<file path="src/rtl/riscv_mem_pkg.sv">
// Shared types for the unified-memory arbiter: FSM states, owner tags and the
// muxed memory request bundle presented to the single-ported macro.
package riscv_mem_pkg;

  localparam int MAX_MEM_LAT = 4;

  // Core bus widths; the arbiter's ADDR_W/DATA_W may not exceed these.
  localparam int BUS_ADDR_W = 32;
  localparam int BUS_DATA_W = 32;
  localparam int BUS_BE_W   = BUS_DATA_W / 8;

  // Bit positions inside the arbiter's grant vector.
  localparam int GNT_IF = 0;
  localparam int GNT_D  = 1;

  typedef enum logic [1:0] {
    IDLE = 2'd0,
    WAIT = 2'd1,
    RESP = 2'd2
  } arb_state_e;

  typedef enum logic {
    OWN_IF = 1'b0,
    OWN_D  = 1'b1
  } owner_e;

  typedef struct packed {
    logic [BUS_BE_W-1:0]   we;
    logic [BUS_ADDR_W-1:0] addr;
    logic [BUS_DATA_W-1:0] wdata;
  } mem_req_t;

  function automatic owner_e other_owner(input owner_e o);
    return (o == OWN_IF) ? OWN_D : OWN_IF;
  endfunction

endpackage

</file>
<file path="src/rtl/mem_arbiter_pick.sv">
// arb_pick: combinational grant policy for the memory arbiter. MEM_ARB_RR_EN
// selects strict round-robin; otherwise data wins unless fetch is starved.
module arb_pick
  import riscv_mem_pkg::*;
(
  input  logic       if_req,
  input  logic       d_req,
  input  logic       starve,
  input  owner_e     last_owner,
  output logic [1:0] gnt
);

`ifdef MEM_ARB_RR_EN
  logic unused_starve;
  assign unused_starve = starve;

  always_comb begin
    // NOTE: default every always_comb output first so no path infers a latch.
    gnt = '0;
    if (if_req && d_req) begin
      if (other_owner(last_owner) == OWN_IF) gnt[GNT_IF] = 1'b1;
      else                                   gnt[GNT_D]  = 1'b1;
    end else if (d_req) begin
      gnt[GNT_D] = 1'b1;
    end else if (if_req) begin
      gnt[GNT_IF] = 1'b1;
    end
  end
`else
  logic unused_last_owner;
  assign unused_last_owner = last_owner;

  always_comb begin
    gnt = '0;
    if (if_req && (starve || !d_req)) gnt[GNT_IF] = 1'b1;
    else if (d_req)                   gnt[GNT_D]  = 1'b1;
  end
`endif

endmodule

</file>
<file path="src/rtl/mem_arbiter.sv">
// mem_arbiter: shares one fixed-latency single-ported memory between fetch and
// load/store. Optional build macro MEM_ARB_RR_EN swaps data priority for round-robin.
module mem_arbiter
  import riscv_mem_pkg::*;
#(
  parameter int ADDR_W     = 32,
  parameter int DATA_W     = 32,
  parameter int MEM_LAT    = 1,
  parameter int STARVE_MAX = 4
) (
  input  logic                clk,
  input  logic                reset_n,

  input  logic                if_req,
  input  logic [ADDR_W-1:0]   if_addr,
  output logic                if_gnt,
  output logic                if_rvalid,
  output logic [DATA_W-1:0]   if_rdata,

  input  logic                d_req,
  input  logic [DATA_W/8-1:0] d_we,
  input  logic [ADDR_W-1:0]   d_addr,
  input  logic [DATA_W-1:0]   d_wdata,
  output logic                d_gnt,
  output logic                d_rvalid,
  output logic [DATA_W-1:0]   d_rdata,

  output logic                m_en,
  output logic [DATA_W/8-1:0] m_we,
  output logic [ADDR_W-1:0]   m_addr,
  output logic [DATA_W-1:0]   m_wdata,
  input  logic [DATA_W-1:0]   m_rdata
);

  localparam int BE_W  = DATA_W / 8;
  localparam int LAT_W = $clog2(MAX_MEM_LAT);
  localparam logic [LAT_W-1:0] LAT_INIT = (MEM_LAT > 1) ? LAT_W'(MEM_LAT - 2) : '0;

  arb_state_e       state_q, state_d;
  owner_e           owner_q;
  logic             store_q;
  logic [LAT_W-1:0] lat_cnt_q;

  logic       arb_slot;
  logic       starve;
  owner_e     last_owner;
  logic [1:0] pick;
  logic       grant_if, grant_d, grant_any;
  logic       resp;
  mem_req_t   req;

  // ---------------------------------------------------------------------------
  // Arbitration
  // ---------------------------------------------------------------------------
  assign arb_slot = (state_q == IDLE) || (state_q == RESP);

  arb_pick u_pick (
    .if_req     (if_req),
    .d_req      (d_req),
    .starve     (starve),
    .last_owner (last_owner),
    .gnt        (pick)
  );

  // Grants are qualified by reset_n so every output reads 0 while reset is
  // held, even though the requesters may still be driving.
  assign grant_if  = reset_n && arb_slot && pick[GNT_IF];
  assign grant_d   = reset_n && arb_slot && pick[GNT_D];
  assign grant_any = grant_if || grant_d;

`ifdef MEM_ARB_RR_EN
  owner_e last_owner_q;

  // Reset to fetch so the first contested grant goes to data.
  always_ff @(posedge clk or negedge reset_n) begin
    if (!reset_n)       last_owner_q <= OWN_IF;
    else if (grant_any) last_owner_q <= other_owner(last_owner_q);
  end

  assign last_owner = last_owner_q;
  assign starve     = 1'b0;
`else
  localparam int ST_W = $clog2(STARVE_MAX + 1);
  logic [ST_W-1:0] starve_cnt_q;

  always_ff @(posedge clk or negedge reset_n) begin
    if (!reset_n) begin
      starve_cnt_q <= '0;
    end else if (!if_req || grant_if) begin
      starve_cnt_q <= '0;
    end else if (grant_d && (starve_cnt_q != ST_W'(STARVE_MAX))) begin
      starve_cnt_q <= starve_cnt_q + 1'b1;
    end
  end

  assign starve     = (starve_cnt_q == ST_W'(STARVE_MAX));
  assign last_owner = OWN_IF;
`endif

  // ---------------------------------------------------------------------------
  // FSM: state register / next state / outputs
  // ---------------------------------------------------------------------------
  always_ff @(posedge clk or negedge reset_n) begin
    // NOTE: sequential state uses non-blocking assignments so every register
    // samples the pre-edge values regardless of block ordering.
    if (!reset_n) state_q <= IDLE;
    else          state_q <= state_d;
  end

  always_comb begin
    state_d = state_q;
    unique case (state_q)
      IDLE, RESP: begin
        if (grant_any) state_d = (MEM_LAT == 1) ? RESP : WAIT;
        else           state_d = IDLE;
      end
      WAIT: begin
        if (lat_cnt_q == '0) state_d = RESP;
      end
      default: state_d = IDLE;
    endcase
  end

  // Transaction bookkeeping captured at the grant edge.
  always_ff @(posedge clk or negedge reset_n) begin
    if (!reset_n) begin
      owner_q   <= OWN_IF;
      store_q   <= 1'b0;
      lat_cnt_q <= '0;
    end else if (grant_any) begin
      owner_q   <= grant_d ? OWN_D : OWN_IF;
      store_q   <= grant_d && (d_we != '0);
      lat_cnt_q <= LAT_INIT;
    end else if ((state_q == WAIT) && (lat_cnt_q != '0)) begin
      lat_cnt_q <= lat_cnt_q - 1'b1;
    end
  end

  // Fetch requests never write, so only the address is taken from if_*.
  always_comb begin
    req = '0;
    if (grant_d) begin
      req.we    = BUS_BE_W'(d_we);
      req.addr  = BUS_ADDR_W'(d_addr);
      req.wdata = BUS_DATA_W'(d_wdata);
    end else if (grant_if) begin
      req.addr  = BUS_ADDR_W'(if_addr);
    end
  end

  assign resp = reset_n && (state_q == RESP);

  always_comb begin
    if_gnt    = grant_if;
    d_gnt     = grant_d;
    m_en      = grant_any;
    m_we      = BE_W'(req.we);
    m_addr    = ADDR_W'(req.addr);
    m_wdata   = DATA_W'(req.wdata);
    if_rvalid = resp && (owner_q == OWN_IF);
    d_rvalid  = resp && (owner_q == OWN_D);
    if_rdata  = if_rvalid ? m_rdata : '0;
    d_rdata   = (d_rvalid && !store_q) ? m_rdata : '0;
  end

  // ---------------------------------------------------------------------------
  // Protocol invariants
  // ---------------------------------------------------------------------------
  a_one_gnt : assert property (@(posedge clk) disable iff (!reset_n)
    !(if_gnt && d_gnt));

  a_one_rvalid : assert property (@(posedge clk) disable iff (!reset_n)
    !(if_rvalid && d_rvalid));

  a_no_grant_in_wait : assert property (@(posedge clk) disable iff (!reset_n)
    (state_q == WAIT) |-> !m_en);

endmodule

</file>
<file path="config.mk">
export PLATFORM = sky130hd
export DESIGN_NAME = mem_arbiter
export DESIGN_NICKNAME = d
export VERILOG_FILES = /design/src/rtl/riscv_mem_pkg.sv /design/src/rtl/mem_arbiter_pick.sv /design/src/rtl/mem_arbiter.sv
export SDC_FILE = /design/constraint.sdc
export NUM_CORES = 1
export LEC_CHECK = 0
export BUFFER_PORTS_ARGS = -buffer_cell sky130_fd_sc_hd__buf_4
export CAP_MARGIN = 20
export CORE_AREA = 2 2 107 109
export DETAILED_ROUTE_END_ITERATION = 10
export DIE_AREA = 0 0 109 111
export SLEW_MARGIN = 20
export SYNTH_ARGS = -nofsm -noshare
export SYNTH_HDL_FRONTEND = slang
export SYNTH_SLANG_ARGS = --single-unit
</file>
<file path="constraint.sdc">
create_clock -name clk -period 3.1 [get_ports clk]
set_clock_uncertainty 0.2 [all_clocks]
set_input_delay 0.31 -clock clk [delete_from_list [all_inputs] [get_ports clk]]
set_output_delay 0.31 -clock clk [all_outputs]
set_load 0.01 [all_outputs]
</file>
==> impl_metrics.json <==
{
  "yosysSeqAreaShare": 0.102,
  "finalPower_mw": 0.688,
  "first_global_vias": 2159,
  "coreArea_um2": 11100,
  "cts-root-buf": "clkbuf_16",
  "drt-total-wl_um": 8100,
  "clock_path_buffers": 2,
  "status": "finished, final reports clean",
  "drtPass1Iterations": 4,
  "p_leak_nw": 2.03,
  "final-hold-violation-count": 0,
  "p_per_area_nw_per_um2": 189,
  "grt.overflow.total": 0,
  "fin_crit_ns": 2.57,
  "drive_above_1_share": 0.645,
  "use_met2": 0.223,
  "cap_violations": 0,
  "tightest_slew_ns": 0.502,
  "critPathArrivalTime_ns": 2.06,
  "vias": 2361,
  "async_reset_ff_frac": 1.00,
  "setup-tns-final_ns": 0,
  "grt_use_met3": 0.0388,
  "worstPathRequired_ns": 2.59,
  "regToRegSetupSlack_ns": 1.38,
  "grt_pass1_wl_um": 11300,
  "crit_path_end_kind": "output pin",
  "cts.htree.levels": 1,
  "antenna_found_initial": 1,
  "ctsHoldBuffers": 1,
  "die-area_um2": 12100,
  "ys.warnings.count": 0,
  "finish.utilization": 0.328,
  "wire_per_inst_um": 13.7,
  "num_rows": 39,
  "worstSetupPathType": "input port to output pin",
  "final_area_um2": 3640,
  "io_pins": 273,
  "relSlewSlack": 0.665,
  "place_area_um2": 3550,
  "syn_area_um2": 1470,
  "cts_resized": 0,
  "fmax_mhz": 388,
  "r2r_end": "owner_q",
  "syn_nets": 323,
  "port_buffers": 272,
  "vias_per_cell": 3.99,
  "netlist_instances": 185,
  "syn_to_final_growth_pct": 148,
  "grt_usage": 0.119,
  "hold_path.class": "input port to flop",
  "grt_use_met1": 0.128,
  "syn_area_per_cell_um2": 7.94,
  "crit_path_max_fanout": 32,
  "path_clk_slew_ns": 0.04,
  "die_height_um": 111,
  "endpoint": "d_rdata[13]",
  "synth_seq_cells": 6,
  "finalCritPeriodShare": 0.831,
  "initial_core_util": 0.133,
  "cts_buffers": 3,
  "grt_max_degree": 40,
  "chipWidth_um": 109,
  "dp.final_hpwl_um": 7070,
  "timing.hold.ws_ns": 0.174,
  "rr_startpoint": "starve_cnt_q[0]",
  "fin_nets": 588,
  "setup_viol": 0,
  "crit_start": "reset_n",
  "start_kind": "input port",
  "antenna_left": 0,
  "cts_tree": "yes",
  "grt_most_used_layer": "met2",
  "synth-edff-count": 0,
  "ys_types": 26,
  "clock_latency_ns": 0.23,
  "gp_congestion": 0.770,
  "post-cts-setup-buffers": 0,
  "drt-initial-drc-count": 120,
  "ir_drop_uv": 128,
  "cts.sinks": 6,
  "rsz0062_at_grt": "false",
  "slew_violations": 0,
  "ys.flop_type": "dfrtp_1",
  "drc": 0,
  "r2r_cells": 6
}
## per-layer routing
layer	vias to the layer above	wire, um
met4	0	79
met1	1024	2890
li1	1149	-
met5	-	0
met2	178	3990
met3	10	1140
## per-stage QoR
| stage | instances | setup slack, ns |
|---|---|---|
| 2_1_floorplan | 185 | 1.25 |
| 3_3_place_gp | 587 | 0.974 |
| 3_5_place_dp | 587 | 0.921 |
| 4_1_cts | 591 | 0.448 |
| 5_1_grt | 591 | 0.323 |
| 6_report | 592 | 0.525 |
## report_power, final
part / switching, mW / internal, mW
clock network: 0.0487 / 0.166
registers: 0.00441 / 0.0838
logic: 0.147 / 0.238
## registers in the layout, indices dropped and copies added (netlist names)
name,count
starve_cnt_q,3
owner_q,1
store_q,1
state_q,1
## how the worst min path moves through the flow
stage	from	end	slack, ns	cells after the start
after global placement	reset_n	store_q	-0.04	1
after CTS	d_req	owner_q	0.17	3
final	d_req	owner_q	0.17	3
after global routing	if_req	starve_cnt_q[1]	0.18	2
after detailed placement	reset_n	starve_cnt_q[2]	-0.04	1
after floorplan	reset_n	owner_q	-0.19	0
## cells in the final DEF (no fill, tap or decap), types with 2 or more instances in the layout
cell | netlist | layout
a21boi_0 | 3 | 3
nand3_1 | 2 | 2
nand2_1 | 4 | 4
a22o_1 | 29 | 29
clkbuf_16 | 0 | 3
a22o_2 | 2 | 2
inv_1 | 4 | 4
a22o_4 | 2 | 2
and2_1 | 100 | 100
buf_4 | 0 | 276
ha_1 | 2 | 2
o21ai_0 | 2 | 2
dfrtp_1 | 6 | 6
## final cells by class
cell class                      instances  area (um2)
Fill cell                            1162        7440
Timing Repair Buffer                  277        2080
Multi-Input combinational cell        158        1130
Tap cell                              143         179
Sequential cell                         6         150
Clock buffer                            3        75.1
Inverter                                4        15.0
Antenna cell                            1        2.50
## critical path, stage by stage
cell and delay, ns:
dlygate4sd3_1 0.53, buf_4 0.21, and3_1 0.20, nor2b_4 0.46, and2_1 0.22, buf_4 0.12
## cells in the mapped netlist (2+ instances only)
cell / count / area, um2
nand2_1: 4 / 15.0
and2_1: 100 / 626
clkbuf_1: 2 / 7.51
a21boi_0: 3 / 22.5
inv_1: 4 / 15.0
dfrtp_1: 6 / 150
o21ai_0: 2 / 10.0
nand3_1: 2 / 10.0
ha_1: 2 / 25.0
buf_6: 14 / 158
a22o_4: 2 / 35.0
a22o_1: 29 / 254
a22o_2: 2 / 20.0
## cells by family (layout without fill, tap and decap cells)
kind of cell               count (synthesis)  after routing  share of synthesized area
and+or+nand+nor                          115            115                      0.491
AOI/OAI and AO/OA                         41             41                      0.263
buffers and inverters                     21            284                      0.126
DFF                                        6              6                      0.102
adders and majority gates                  2              2                     0.0170
other                                      0              1                          0
Power figures use the tool's default switching activity.
